File: src/rtl/l7_pc_unit.sv
// Program-counter unit: PC register, branch evaluation, PC-relative target and
// an optional return-address stack, built only when L7_RAS_EN is defined.
module l7_pc_unit #(
  parameter int          ADDR_W    = 8,
  parameter int          DATA_W    = 16,
  parameter int          OFF_W     = 4,
  parameter int          RAS_DEPTH = 4,
  parameter int unsigned RESET_PC  = 0
) (
  input  logic                               clk,
  input  logic                               rst,
  input  logic                               pc_en,
  input  logic                               br_en,
  input  logic [2:0]                         br_type,
  input  logic signed [OFF_W-1:0]            offset,
  input  logic [DATA_W-1:0]                  cond_data,
  output logic [ADDR_W-1:0]                  pc,
  output logic                               taken,
  output logic [$clog2(RAS_DEPTH+1)-1:0]     ras_count,
  output logic                               ras_empty,
  output logic                               ras_full,
  output logic                               ras_err
);

  localparam int CNT_W = $clog2(RAS_DEPTH + 1);

  localparam logic [2:0] BR_BZ   = 3'd1;
  localparam logic [2:0] BR_BNZ  = 3'd2;
  localparam logic [2:0] BR_JMP  = 3'd3;
  localparam logic [2:0] BR_CALL = 3'd4;
  localparam logic [2:0] BR_RET  = 3'd5;

  // Assigning the signed offset to a wider signed variable sign-extends it;
  // the sum is taken modulo 2^ADDR_W so targets wrap in both directions.
  function automatic logic [ADDR_W-1:0] rel_target(input logic [ADDR_W-1:0] base,
                                                   input logic signed [OFF_W-1:0] off);
    logic signed [ADDR_W-1:0] off_ext;
    off_ext = off;
    return base + off_ext;
  endfunction

  logic              cond_zero_p0;
  logic [ADDR_W-1:0] target_p0;
  logic [ADDR_W-1:0] pc_nxt_p0;

  assign cond_zero_p0 = (cond_data == '0);
  assign target_p0    = rel_target(pc, offset);

`ifdef L7_RAS_EN
  localparam int IDX_W = (RAS_DEPTH > 1) ? $clog2(RAS_DEPTH) : 1;

  logic [ADDR_W-1:0] ras_mem [RAS_DEPTH];
  logic [CNT_W-1:0]  ras_cnt;
  logic [IDX_W-1:0]  push_idx;
  logic [IDX_W-1:0]  top_idx;
  logic [ADDR_W-1:0] ras_top_p0;
  logic [ADDR_W-1:0] ret_addr_p0;
  logic              call_p0;
  logic              ret_p0;
  logic              push_p0;
  logic              pop_p0;

  assign push_idx    = IDX_W'(ras_cnt);
  assign top_idx     = IDX_W'(ras_cnt - 1'b1);
  assign ras_top_p0  = ras_mem[top_idx];
  assign ret_addr_p0 = pc + 1'b1;
  assign ras_count   = ras_cnt;
  assign ras_empty   = (ras_cnt == '0);
  assign ras_full    = (ras_cnt == CNT_W'(RAS_DEPTH));
  assign push_p0     = call_p0 && !ras_full;
  assign pop_p0      = ret_p0 && !ras_empty;
`else
  assign ras_count = '0;
  assign ras_empty = 1'b1;
  assign ras_full  = 1'b0;
  assign ras_err   = 1'b0;
`endif

  // Stage p0: branch decode and next-PC selection
  always_comb begin
    taken = 1'b0;
`ifdef L7_RAS_EN
    call_p0 = 1'b0;
    ret_p0  = 1'b0;
`endif
    if (br_en) begin
      case (br_type)
        BR_BZ:  taken = cond_zero_p0;
        BR_BNZ: taken = !cond_zero_p0;
        BR_JMP: taken = 1'b1;
        BR_CALL: begin
          taken = 1'b1;
`ifdef L7_RAS_EN
          call_p0 = 1'b1;
`endif
        end
        BR_RET: begin
`ifdef L7_RAS_EN
          ret_p0 = 1'b1;
          taken  = !ras_empty;
`endif
        end
        default: taken = 1'b0;
      endcase
    end
  end

  always_comb begin
    pc_nxt_p0 = pc;
    if (taken)      pc_nxt_p0 = target_p0;
    else if (pc_en) pc_nxt_p0 = pc + 1'b1;
`ifdef L7_RAS_EN
    if (pop_p0)     pc_nxt_p0 = ras_top_p0;
`endif
  end

  // Stage p1: architectural state
  always_ff @(posedge clk or posedge rst) begin
    if (rst) pc <= ADDR_W'(RESET_PC);
    else     pc <= pc_nxt_p0;
  end

`ifdef L7_RAS_EN
  always_ff @(posedge clk or posedge rst) begin
    if (rst) begin
      ras_cnt <= '0;
      ras_err <= 1'b0;
    end else begin
      if (push_p0)     ras_cnt <= ras_cnt + 1'b1;
      else if (pop_p0) ras_cnt <= ras_cnt - 1'b1;
      if ((call_p0 && ras_full) || (ret_p0 && ras_empty)) ras_err <= 1'b1;
    end
  end

  // Stack payload needs no reset: only entries below ras_cnt are ever read.
  always_ff @(posedge clk) begin
    if (push_p0) ras_mem[push_idx] <= ret_addr_p0;
  end
`endif

endmodule

File: config.mk
export PLATFORM = sky130hd
export DESIGN_NAME = l7_pc_unit
export DESIGN_NICKNAME = d
export VERILOG_FILES = /design/src/rtl/l7_pc_unit.sv
export SDC_FILE = /design/constraint.sdc
export NUM_CORES = 1
export LEC_CHECK = 0
export CORE_MARGIN = 8
export CORE_UTILIZATION = 38
export CTS_CLUSTER_SIZE = 16
export DETAILED_ROUTE_END_ITERATION = 7
export GPL_TIMING_DRIVEN = 0
export PLACE_DENSITY = 0.87
export SYNTH_ARGS = -nofsm -noshare
export SYNTH_HDL_FRONTEND = slang
export SYNTH_SLANG_ARGS = --single-unit
File: constraint.sdc
create_clock -name clk -period 2.1 [get_ports clk]
set_input_delay 0.42 -clock clk [delete_from_list [all_inputs] [get_ports clk]]
set_output_delay 0.42 -clock clk [all_outputs]
set_load 0.05 [all_outputs]
==> summary.md <==
| Metric | Value |
|---|---|
| Biggest register | `pc` |
| Clock Skew | `0.00525 ns` |
| Initial DRT Pass Iterations | `4` |
| DIE AREA | `around 3700 µm²` |
| Via count | `822` |
| Final period utilization | `125%` |
| Multi-input gate area | `649 µm²` |
| Register area | `200 µm²` |
| Via-to-Cell Ratio | `4.89` |
| Sequential fraction of the synthesis area | `25.9%` |
| CTS tree | `built` |
| Largest regs | `pc (8)` |
| Status | `finished with violations` |
| GR Util All Layers | `12.6%` |
| Max cap viols | `0` |
| Fillers | `162` |
| Compound-Gate Fraction of Synth Area | `14.9%` |
| Hold Fails Final Rpt | `0` |
| Top sig layer | `met4` |
| Fin nets | `178` |
| Final RePlAce weighted congestion | `0.859` |
| Initial DRC count | `10` |
| Clk Latency, worst-skew pair | `0.26 ns` |
| Critical path endpoint category | `flip-flop` |
| Unrepaired setup endpoints after global routing | `true` |
| Avg Cell Area, Syn | `8.50 µm²` |
| Post-synth EDFFs | `0` |
| CTS root buf | `clkbuf_4` |
| Area growth syn-to-layout | `75.4%` |
| Post-synthesis async set-or-reset flop share | `100%` |
| Pwr/cell area | `1060 nW/µm²` |
| Setup ws final | `-0.534 ns` |
| Worst vdd ir | `0.679 mV` |
| M1 WL | `a little over 900 µm` |
| FMAX | `380 MHz` |
| CTS HTree Levels | `1` |
| Area of the core | `1940 µm²` |
| Setup slack at placement | `-1.35 ns` |
| CTS buffer count | `3` |
| Top FF cell, synth | `dfrtp_1` |
| CP startpoint kind | `input port` |
| DR WL/cell | `14.0 µm` |
| Minimum clock period | `2.63 ns` |
| Number of flip-flops in the largest register | `8` |
| Vias in the first global route | `roughly 900` |
| Remaining global-route overflow | `0` |
| Xor/xnor share of the synthesized area | `4.53%` |
| R2R Setup Slk | `a little under 0.3 ns` |
| Max-slew violations | `0` |
| Actual slew at the worst max-slew pin | `0.515 ns` |
| Post-route cell area | `~1400 µm²` |
| R2r worst-path depth | `9` |
| Synthesis warning total | `0` |
| Post-DP Area | `1240 µm²` |
| Diodes inserted | `0` |
| Main combinational cell family by area after synthesis | `simple AND/OR/NAND/NOR gates` |
| Hold Crit Class | `input port to async pin` |
| Simple-Gate Fraction of Synth Area | `approximately a quarter` |
| Post-synthesis mux area share | `3.24%` |
| WS Path Type | `input port to flip-flop` |
| CTS max path bufs | `2` |
| Critical path peak fanout | `6` |
| Seq cells post-synth | `8` |
| Post-DP HPWL | `1.81 mm` |
| Critical Path AT | `2.80 ns` |
| Wire length on met3 | `172 µm` |
| Die Wd | `61.1 µm` |
| Leakage power | `0.000611 µW` |
| Port-buffer cells | `35` |
| Post-Synthesis Cells | `91` |
| Worst-path clk slew | `0.06 ns` |
| # setup viols final | `8` |
| Largest net degree at the start of global routing | `11` |
| Initial Util | `between 30% and 40%` |
| Failing checks | `setup timing` |
| Req. time, crit path | `2.26 ns` |
| First-pass GRT wire length | `3.57 mm` |
| Post-route ant nets | `0` |
| Crit Reg-Reg Startpoint | `pc[0]$_DFFE_PP0P_` |
| RR Endpoint | `pc[6]$_DFFE_PP0P_` |
| Cell Area, Synth | `773 µm²` |
| Met2 WL | `1.23 mm` |
| Antenna violations before repair | `0` |
| Clock sink total | `8` |
| # DRC | `0` |
| Core Rows | `16` |
| Io pins | `42` |
| Layout cells sized above 1 | `43.3%` |
| Total routed wirelength | `2.35 mm` |
| Synth cell types | `33` |
| Slew margin rel. | `65.6%` |
| Die H | `roughly 61 µm` |
| Post-Synth Adder-Cell Area | `13.9%` |
synthesized netlist by cell type, types with 3 or more instances:
| library cell | n | area, µm² |
|---|---|---|
| nor2_1 | 3 | 11.3 |
| o21ai_1 | 4 | 20.0 |
| o21a_1 | 3 | 22.5 |
| nor2b_1 | 3 | 18.8 |
| ha_1 | 7 | 87.6 |
| inv_1 | 7 | 26.3 |
| nor4_2 | 3 | 37.5 |
| buf_4 | 6 | 45.0 |
| dfrtp_1 | 8 | 200 |
| nand2_1 | 13 | 48.8 |
| nor3_1 | 4 | 20.0 |
| xor2_1 | 4 | 35.0 |
area by class of cell:
type / count / share of cell area, %
plain buffers: 7 / 3.69
clock buffers: 3 / 1.66
repair buffers: 44 / 27.6
inverters: 7 / 1.94
flip-flops and latches: 8 / 14.8
well taps: 27 / 2.49
multi-input cells: 72 / 47.9
how the worst max path moves through the flow:
stage	startpoint	to	slack (ns)
3_3_place_gp	cond_data[9]	pc[6]$_DFFE_PP0P_	-1.26
4_1_cts	cond_data[14]	pc[6]$_DFFE_PP0P_	-0.63
5_1_grt	cond_data[8]	pc[6]$_DFFE_PP0P_	-0.69
3_5_place_dp	cond_data[9]	pc[6]$_DFFE_PP0P_	-1.35
6_report	cond_data[8]	pc[6]$_DFFE_PP0P_	-0.53
2_1_floorplan	cond_data[9]	pc[6]$_DFFE_PP0P_	-0.68
stage by stage:
stage	TNS [ns]	util, %	hold slack, ns	std cells	total power (µW)
6_report	-2.50	69.8	0.427	168	1430
5_1_grt	-3.62	69.8	0.456	168	1520
4_1_cts	-2.65	67.7	0.426	165	1380
3_5_place_dp	-8.73	63.9	0.460	157	1200
3_3_place_gp	-8.12	63.9	0.461	157	1170
2_1_floorplan	-2.96	-	0.236	95	909
worst max-delay path, cell delays in order:
cell and delay, ns:
buf_6 0.09, nor4_4 0.26, nand4_1 0.16, mux2i_2 0.18, or2_4 0.26, and2_1 0.20
ha_4 0.24, nor2b_2 0.15, o21ai_2 0.15, a21oi_2 0.08, o21a_1 0.21, o21a_1 0.17
o31ai_1 0.21
per-layer routing:
| layer | vias up | track usage, % |
|---|---|---|
| li1 | 403 | - |
| met1 | 382 | 12.9 |
| met2 | 33 | 22.5 |
| met3 | 4 | 3.97 |
| met4 | 0 | 5.98 |
| met5 | - | 0 |
cell usage in the layout (no fill, tap or decap), types with 3 or more instances in the layout:
cell type	synthesis	layout
clkdlybuf4s15_1	0	3
ha_1	7	3
xor2_1	4	4
ha_4	0	3
conb_1	2	6
buf_6	1	3
clkdlybuf4s50_1	0	16
o21a_1	3	3
nor4_4	0	3
dfrtp_1	8	8
buf_4	6	15
dlygate4sd2_1	0	3
inv_1	7	5
clkbuf_4	0	3
buf_2	1	10
nand2_1	13	12
o21ai_1	4	4
power breakdown:
part | switching [µW] | internal [µW]
logic | 570 | 430
clock network | 55.1 | 65.6
registers | 81.8 | 230
kinds of logic (layout without fill, tap and decap cells):
| group | after synthesis | after routing |
|---|---|---|
| simple gates | 35 | 35 |
| xor+xnor | 4 | 4 |
| flops | 8 | 8 |
| mux | 2 | 2 |
| buf+inv | 15 | 61 |
| fa+ha+maj | 8 | 8 |
| other cells | 2 | 6 |
| compound gates | 17 | 17 |
timing repair:
item | in CTS | in global routing
pin swaps | 15 | 12
resized for setup | 75 | 5
endpoints found under the setup margin | 9 | 8
hold buffers | 0 | 0
buffers inserted | 7 | 4
Power figures use the tool's default switching activity.
